--- src/rtl/jogo_pkg.sv ---
// Shared types and helpers for the memory-sequence game core.
// State codes are exported on db_estado, so keep them stable.
package jogo_pkg;

  localparam int ESTADO_W = 5;

  typedef enum logic [ESTADO_W-1:0] {
    INICIAL       = 5'd0,
    PREPARA       = 5'd1,
    ESPERA_NOVA   = 5'd2,
    REGISTRA_NOVA = 5'd3,
    EXIBE         = 5'd4,
    ESPERA_JOGADA = 5'd5,
    COMPARA       = 5'd6,
    FIM_GANHOU    = 5'd7,
    FIM_PERDEU    = 5'd8,
    FIM_TIMEOUT   = 5'd9
  } estado_t;

  // One-hot pattern with bit idx set; callers resize to their LED width.
  function automatic logic [31:0] one_hot(input logic [31:0] idx);
    one_hot = 32'd1 << idx;
  endfunction

  // Index of the lowest set bit (0 when nothing is set).
  function automatic logic [31:0] lowest_set_bit(input logic [31:0] v);
    lowest_set_bit = '0;
    for (int i = 31; i >= 0; i--) begin
      if (v[i]) lowest_set_bit = 32'(i);
    end
  endfunction

endpackage

--- src/rtl/jogo_memoria_n_contador_m.sv ---
// contador_m: mod-M up counter with synchronous clear (zera), enable (conta)
// and terminal-count flag (fim, high while q == M-1). Wraps to 0 after M-1.
module contador_m #(
  parameter int M = 4,
  parameter int W = (M > 1) ? $clog2(M) : 1
) (
  input  logic         clock,
  input  logic         reset,
  input  logic         zera,
  input  logic         conta,
  output logic [W-1:0] q,
  output logic         fim
);

  assign fim = (q == W'(M - 1));

  // Count register: reset and zera clear, conta advances modulo M.
  always_ff @(posedge clock) begin
    if (reset || zera) begin
      q <= '0;
    end else if (conta) begin
      q <= fim ? '0 : q + W'(1);
    end
  end

endmodule

--- src/rtl/jogo_memoria_n.sv ---
// jogo_memoria_n: memory-sequence game core (control + datapath).
// Optional feature macro: TIMEOUT_EN enables the per-move timeout timer,
// the FIM_TIMEOUT state and the timeout output. Without it the ESPERA_*
// states wait indefinitely and configuracao[1] is ignored.
//
// state          | meaning
// INICIAL        | idle, all outputs low, waits for jogar
// PREPARA        | clear round/index/timers, latch configuracao
// ESPERA_NOVA    | echo buttons, wait for the new move of this round
// REGISTRA_NOVA  | store move at mem[rodada], rodada++
// EXIBE          | replay mem[0..rodada-1], T_EXIBE on + 1 blank cycle each
// ESPERA_JOGADA  | echo buttons, wait for the player's next repetition move
// COMPARA        | check move against mem[contagem]
// FIM_GANHOU     | win: pronto, ganhou, LEDs all on
// FIM_PERDEU     | loss: pronto, perdeu, LEDs off
// FIM_TIMEOUT    | timeout: pronto, timeout, LEDs off
module jogo_memoria_n
  import jogo_pkg::*;
#(
  parameter int N_BOTOES     = 4,
  parameter int PROFUNDIDADE = 16,
  parameter int T_EXIBE      = 1000,
  parameter int T_TIMEOUT    = 5000
) (
  input  logic                                clock,
  input  logic                                reset,
  input  logic                                jogar,
  input  logic [N_BOTOES-1:0]                 botoes,
  input  logic [1:0]                          configuracao,
  output logic                                ganhou,
  output logic                                perdeu,
  output logic                                timeout,
  output logic                                pronto,
  output logic [N_BOTOES-1:0]                 leds,
  output logic [ESTADO_W-1:0]                 db_estado,
  output logic [$clog2(PROFUNDIDADE+1)-1:0]   db_rodada,
  output logic [$clog2(N_BOTOES)-1:0]         db_contagem
);

  localparam int IW = $clog2(N_BOTOES);
  localparam int RW = $clog2(PROFUNDIDADE + 1);
  localparam int CW = $clog2(PROFUNDIDADE);
  localparam int EW = $clog2(T_EXIBE + 1);

  estado_t         r_estado;
  estado_t         w_prox;
  logic            r_prev;
  logic            r_move;
  logic [IW-1:0]   r_move_val;
  logic            r_cfg_replay;
  logic [IW-1:0]   r_mem [PROFUNDIDADE];

  logic [RW-1:0]   w_rodada;
  logic [CW-1:0]   w_contagem;
  logic [EW-1:0]   w_exb_q;
  logic            w_rod_fim_unused;
  logic            w_cnt_fim_unused;
  logic            w_exb_fim;
  logic            w_rod_zera, w_rod_conta;
  logic            w_cnt_zera, w_cnt_conta;
  logic            w_exb_zera, w_exb_conta;
  logic            w_rise;
  logic [IW-1:0]   w_mem_rd;
  logic            w_igual;
  logic            w_ultimo;
  logic            w_rod_cheia;
  logic            w_tmo_fim;
  logic            w_em_espera;

  assign w_rise      = (|botoes) & ~r_prev;
  assign w_mem_rd    = r_mem[w_contagem];
  assign w_igual     = (r_move_val == w_mem_rd);
  assign w_ultimo    = ((RW'(w_contagem) + RW'(1)) == w_rodada);
  assign w_rod_cheia = (w_rodada == RW'(PROFUNDIDADE - 1));
  assign w_em_espera = (r_estado == ESPERA_NOVA) || (r_estado == ESPERA_JOGADA);

  // Move detector: one-cycle pulse on the rising edge of |botoes; the value
  // is captured with the pulse so a later release cannot change it.
  always_ff @(posedge clock) begin
    if (reset) begin
      r_prev     <= 1'b0;
      r_move     <= 1'b0;
      r_move_val <= '0;
    end else begin
      r_prev <= |botoes;
      r_move <= w_rise;
      if (w_rise) r_move_val <= IW'(lowest_set_bit(32'(botoes)));
    end
  end

  // Sequence memory: written only while registering a new move, never cleared.
  always_ff @(posedge clock) begin
    if (r_estado == REGISTRA_NOVA) r_mem[w_rodada[CW-1:0]] <= r_move_val;
  end

  contador_m #(.M(PROFUNDIDADE + 1), .W(RW)) u_rodada (
    .clock (clock), .reset (reset), .zera (w_rod_zera), .conta (w_rod_conta),
    .q     (w_rodada), .fim (w_rod_fim_unused)
  );

  contador_m #(.M(PROFUNDIDADE), .W(CW)) u_contagem (
    .clock (clock), .reset (reset), .zera (w_cnt_zera), .conta (w_cnt_conta),
    .q     (w_contagem), .fim (w_cnt_fim_unused)
  );

  contador_m #(.M(T_EXIBE + 1), .W(EW)) u_exibe (
    .clock (clock), .reset (reset), .zera (w_exb_zera), .conta (w_exb_conta),
    .q     (w_exb_q), .fim (w_exb_fim)
  );

`ifdef TIMEOUT_EN
  localparam int TW = $clog2(T_TIMEOUT);
  logic            r_cfg_tmo;
  logic [TW-1:0]   w_tmo_q_unused;
  logic            w_tmo_raw;

  // The timer restarts whenever we are outside ESPERA_* or a move arrives,
  // so it is already zero on every ESPERA_* entry.
  contador_m #(.M(T_TIMEOUT), .W(TW)) u_timeout (
    .clock (clock), .reset (reset),
    .zera  (~w_em_espera | r_move), .conta (w_em_espera & r_cfg_tmo),
    .q     (w_tmo_q_unused), .fim (w_tmo_raw)
  );

  assign w_tmo_fim = w_tmo_raw & w_em_espera & r_cfg_tmo;
  assign timeout   = (r_estado == FIM_TIMEOUT);

  // Timeout enable is latched at game start.
  always_ff @(posedge clock) begin
    if (reset) r_cfg_tmo <= 1'b0;
    else if (r_estado == PREPARA) r_cfg_tmo <= configuracao[1];
  end
`else
  logic w_cfg_tmo_unused;
  assign w_cfg_tmo_unused = configuracao[1];
  assign w_tmo_fim        = 1'b0;
  assign timeout          = 1'b0;
`endif

  // Replay enable is latched at game start.
  always_ff @(posedge clock) begin
    if (reset) r_cfg_replay <= 1'b0;
    else if (r_estado == PREPARA) r_cfg_replay <= configuracao[0];
  end

  // State register.
  always_ff @(posedge clock) begin
    if (reset) r_estado <= INICIAL;
    else       r_estado <= w_prox;
  end

  // Next-state and counter controls; a move takes priority over timer expiry.
  always_comb begin
    w_prox      = r_estado;
    w_rod_zera  = 1'b0;
    w_rod_conta = 1'b0;
    w_cnt_zera  = 1'b0;
    w_cnt_conta = 1'b0;
    w_exb_zera  = 1'b0;
    w_exb_conta = 1'b0;
    case (r_estado)
      INICIAL: if (jogar) w_prox = PREPARA;
      PREPARA: begin
        w_rod_zera = 1'b1;
        w_cnt_zera = 1'b1;
        w_exb_zera = 1'b1;
        w_prox     = ESPERA_NOVA;
      end
      ESPERA_NOVA: begin
        if (r_move)         w_prox = REGISTRA_NOVA;
        else if (w_tmo_fim) w_prox = FIM_TIMEOUT;
      end
      REGISTRA_NOVA: begin
        w_rod_conta = 1'b1;
        w_cnt_zera  = 1'b1;
        w_exb_zera  = 1'b1;
        if (w_rod_cheia)       w_prox = FIM_GANHOU;
        else if (r_cfg_replay) w_prox = EXIBE;
        else                   w_prox = ESPERA_JOGADA;
      end
      EXIBE: begin
        w_exb_conta = 1'b1;
        if (w_exb_fim) begin
          if (w_ultimo) begin
            w_cnt_zera = 1'b1;
            w_prox     = ESPERA_JOGADA;
          end else begin
            w_cnt_conta = 1'b1;
          end
        end
      end
      ESPERA_JOGADA: begin
        if (r_move)         w_prox = COMPARA;
        else if (w_tmo_fim) w_prox = FIM_TIMEOUT;
      end
      COMPARA: begin
        if (!w_igual)      w_prox = FIM_PERDEU;
        else if (w_ultimo) w_prox = ESPERA_NOVA;
        else begin
          w_cnt_conta = 1'b1;
          w_prox      = ESPERA_JOGADA;
        end
      end
      FIM_GANHOU, FIM_PERDEU, FIM_TIMEOUT: if (jogar) w_prox = PREPARA;
      default: w_prox = INICIAL;
    endcase
  end

  // LED decode: echo while waiting, replay pattern with a blank tail, all on for a win.
  always_comb begin
    leds = '0;
    case (r_estado)
      ESPERA_NOVA, ESPERA_JOGADA: leds = botoes;
      EXIBE:      if (!w_exb_fim) leds = N_BOTOES'(one_hot(32'(w_mem_rd)));
      FIM_GANHOU: leds = '1;
      default:    leds = '0;
    endcase
  end

  assign ganhou      = (r_estado == FIM_GANHOU);
  assign perdeu      = (r_estado == FIM_PERDEU);
  assign pronto      = (r_estado == FIM_GANHOU) || (r_estado == FIM_PERDEU) ||
                       (r_estado == FIM_TIMEOUT);
  assign db_estado   = r_estado;
  assign db_rodada   = w_rodada;
  assign db_contagem = IW'(w_contagem);

endmodule
--- config.mk ---
export PLATFORM = sky130hd
export DESIGN_NAME = jogo_memoria_n
export DESIGN_NICKNAME = d
export VERILOG_FILES = /design/src/rtl/jogo_pkg.sv /design/src/rtl/jogo_memoria_n_contador_m.sv /design/src/rtl/jogo_memoria_n.sv
export SDC_FILE = /design/constraint.sdc
export NUM_CORES = 1
export LEC_CHECK = 0
export CORE_MARGIN = 10
export CORE_UTILIZATION = 64
export CTS_BUF_LIST = sky130_fd_sc_hd__clkbuf_4
export DETAILED_ROUTE_END_ITERATION = 10
export GPL_TIMING_DRIVEN = 0
export HOLD_SLACK_MARGIN = 0.08
export PLACE_DENSITY = 0.91
export RECOVER_POWER = 50
export SLEW_MARGIN = 30
export SYNTH_ARGS = -nofsm -noshare
export SYNTH_HDL_FRONTEND = slang
export SYNTH_HIERARCHICAL = 1
export SYNTH_SLANG_ARGS = --single-unit
--- constraint.sdc ---
create_clock -name clock -period 6 [get_ports clock]
set_input_delay 0.6 -clock clock [delete_from_list [all_inputs] [get_ports clock]]
set_output_delay 0.6 -clock clock [all_outputs]
set_load 0.02 [all_outputs]
Yosys cells after proc, flatten, opt, wreduce, memory -nomap -nowiden. Memories as Yosys holds them, arrays and structs flattened. A register that Yosys moved wholly into a read port is not among the register bits. Index checks and enable logic that the tools add are counted.

Register bits after elaboration: 29. RAM bits: 32. Bits of input ports: 9. Output and inout port bits: 20. Memories kept: 1.

Memory list: r_mem (depth 16, bits a word 2, rd ports 1, clocked after memory_dff 1, write ports 1, line jogo_memoria_n.sv:51) `logic [IW-1:0] r_mem [PROFUNDIDADE];`.

Add/sub/neg operators: 4. Equality and inequality tests: 20. Shift operators: 1. Muxes and demuxes: 33. Bitwise logic cells: 2. Reductions and logical operators: 11.

Operators with widths (count): $pmux W5 S7 (1); $mux W5 (6); $eq A5 B3 Y1 const B (4); $mux W4 (5); $eq A5 B4 Y1 const B (3); $pmux W4 S3 (1); $mux W1 (11); $add A10 B1 Y10 const B (1); $eq A10 B10 Y1 const B (1); $eq A5 B2 Y1 const B (2); $mux W10 (1); $mux W2 (5); $reduce_or A4 Y1 (2); $ne A2 B2 Y1 const B (3); $add A4 B1 Y5 const B (1); $add A5 B1 Y5 const B (1); $eq A5 B1 Y1 const B (1); $eq A5 B5 Y1 (1); $eq A5 B5 Y1 const B (1); $logic_not A5 Y1 (1); $logic_or A1 B1 Y1 (5); $reduce_and A5 Y1 (1); $add A4 B1 Y4 const B (1); $eq A4 B4 Y1 const B (1); other kinds (8) (11).

Longest topological paths before layout.
Depth in word-level cells: 7. Depth in mapped cells: 10.

Hierarchy. Netlist, hierarchy kept.

Modules (own cells, without submodules): jogo_memoria_n (instances 1, cells each 202, area each 2260.9 um2, sequential area each 1141.1 um2); contador_m (u_exibe) (instances 1, cells each 53, area each 490.5 um2, sequential area each 200.2 um2); contador_m (u_rodada) (instances 1, cells each 27, area each 259.0 um2, sequential area each 100.1 um2); contador_m (u_contagem) (instances 1, cells each 19, area each 180.2 um2, sequential area each 80.1 um2).

Worst setup path before layout. No wires, ideal clock.

Kind: register to output. Start: reg, netlist name u_contagem/q[0]. End: out leds[2]. Arrival time: 2.104 ns. Required time: 5.400 ns. Setup slack: 3.296 ns. Cell stages (with the launch flop): 7. Path through: dfxtp_1 -> buf_6 -> mux4_2 -> mux2i_1 -> mux2i_1 -> and3b_1 -> a221o_1.

RTL lines: end: declaration (line jogo_memoria_n.sv:34) `output logic [N_BOTOES-1:0] leds,`.

==> results.cfg <==
[drt]
wl_per_cell_um = 17.5
drtPass1Iterations = 5
routed_via_density = 6.26
drt_wl_total_mm = 7.17
drtAntennaViolNets = 0
via_count = 2561
drc = 0
initialDrtViolationCount = 281

[timing]
setup_violations = 0
max_freq_ghz = 0.262
tns_ps = 0
max_slew_margin_pct = 54.3
tightest_slew_ps = 684
post-route-period-util_pct = 63.7
rsz0062_at_grt = false
fin_crit_ps = 3820
fin_ws_ps = 2180
final_hold_viol_count = 0
clock_skew_ps = 11.4
drv_slew = 0

[run_status]
status = complete, no violations

[cts]
cts_tree = yes
cts-root-buf = clkbuf_4
htreeDepth = 3
clock_path_buffers = 2
clock-sinks = 60
cts-resized-gates = 0
ctsHoldBuffers = 0
clock_latency_ps = 410
cts_setup_buffers = 0
cts_inserted_buffers = 9
clk_pin_slew_worst_paths_ps = 100

[place]
port-buffer-count = 25
place_congestion = 0.860
dp_hpwl_mm = 5.11
place_area_sq_um = 3520
place_ws_ps = 2610

[setup_path]
start_kind = flop
cp.required_ps = 5400
cp_max_fo = 10
r2r_cells = 10
arrival_ps = 3220
rr_startpoint = u_contagem/q[1]
ff2ff_setup_slack_ps = 2960
crit_type = flop to output pin
r2r-end = u_contagem/q[0]
end_kind = output pin

[cells_and_area]
area_growth_pct = 15.4
layout_common_cells = nor2_1 (43), edfxtp_1 (32), dfxtp_1 (28)
final_common_cell = nor2_1
layout.nets = 352
diodes = 0
layout-drive-gt1-share_pct = 12.3
stdcell_area_sq_um = 3670
fillers = 324
utilization_pct = 76.8

[power_and_ir_drop]
power_frac_seq_pct = 44.6
clkPwrFrac_pct = 30.8
switching_share_pct = 29.9
p_per_area_nw_per_um2 = 284
total_power_mw = 1.04
p_sw_mw = 0.312
p_leak_nw = 1.24
p_comb_share_pct = 24.6
internal_power_mw = 0.731
ir_worst_vdd_mv = 0.212

[synthesis]
synthCells = 300
syn_area_sq_um = 3180
yosys_warnings = 6
postSynthAreaPerCell_sq_um = 10.6

[worst_hold_path]
hold_class = flop to flop
hold-path-endpoint = r_cfg_replay
holdPathStages = 2
min_from = r_cfg_replay

[global_route]
grt.overflow.total = 0
grt_usage_pct = 17.4
grt_pass1_wl_mm = 11.7
grt_max_degree = 20
antenna_found_initial = 0
grt_pass1_vias = 2399

[die]
row_count = 25
die_w_um = 90.5
core-area_sq_um = 4790
io-pin-count = 29
die_h_um = 90.5
start_util_pct = 66.5
die-area_sq_um = 8200

[job]
drv_cap = 0
## final cells by class
type | count | area [sq um] | share of cell area, %
clock buffers | 11 | 82.6 | 2.25
multi-input cells | 216 | 1540 | 41.9
inverters | 9 | 33.8 | 0.919
repair buffers | 25 | 250 | 6.81
clock inverters | 5 | 76.3 | 2.08
flip-flops and latches | 60 | 1520 | 41.4
plain buffers | 16 | 85.1 | 2.32
well taps | 67 | 83.8 | 2.28
## registers in the layout (all words and copies together) (netlist names), 2 cells and up
register,count
u_rodada/q,5
u_exibe/q,10
u_contagem/q,4
r_move_val,2
db_estado,4
r_mem,32
## worst max-delay path by stage
| stage | startpoint | end | slack, ps | cells after the start |
|---|---|---|---|---|
| finish | u_contagem/q[1] | leds[1] | 2180 | 7 |
| global route | u_contagem/q[1] | leds[0] | 2020 | 7 |
| CTS | u_contagem/q[1] | leds[1] | 2170 | 7 |
| detailed placement | u_contagem/q[1] | leds[1] | 2610 | 7 |
| global placement | u_contagem/q[1] | leds[1] | 2610 | 7 |
| floorplan | u_contagem/q[0] | leds[2] | 3300 | 6 |
## metal layers
layer	global-route usage [%]	vias to the layer above	share of wire (%)
li1	-	1184	-
met1	21.5	1259	45
met2	27.7	95	47
met3	5.24	23	6.0
met4	7.03	0	2.2
met5	0	-	0
## worst max-delay path, cell delays in order (launching register included)
cell and delay [ps]:
dfxtp_1 550, buf_6 220, mux4_2 510, mux2i_1 190
mux2i_1 200, nor4_1 310, a221o_1 210, clkdlybuf4s50_1 620
## power by group through the flow
stage / Clock (mW) / Combinational, mW / Sequential, mW
after floorplan: 0 / 0.171 / 0.480
after global placement: 0 / 0.251 / 0.474
after detailed placement: 0 / 0.254 / 0.475
after CTS: 0.323 / 0.256 / 0.466
after global routing: 0.341 / 0.280 / 0.468
final: 0.321 / 0.257 / 0.465
## through the flow
stage,std cells,hold slack [ps]
2_1_floorplan,301,460
3_3_place_gp,393,490
3_5_place_dp,393,497
4_1_cts,409,521
5_1_grt,409,557
6_report,409,520
Power figures use the tool's default switching activity.
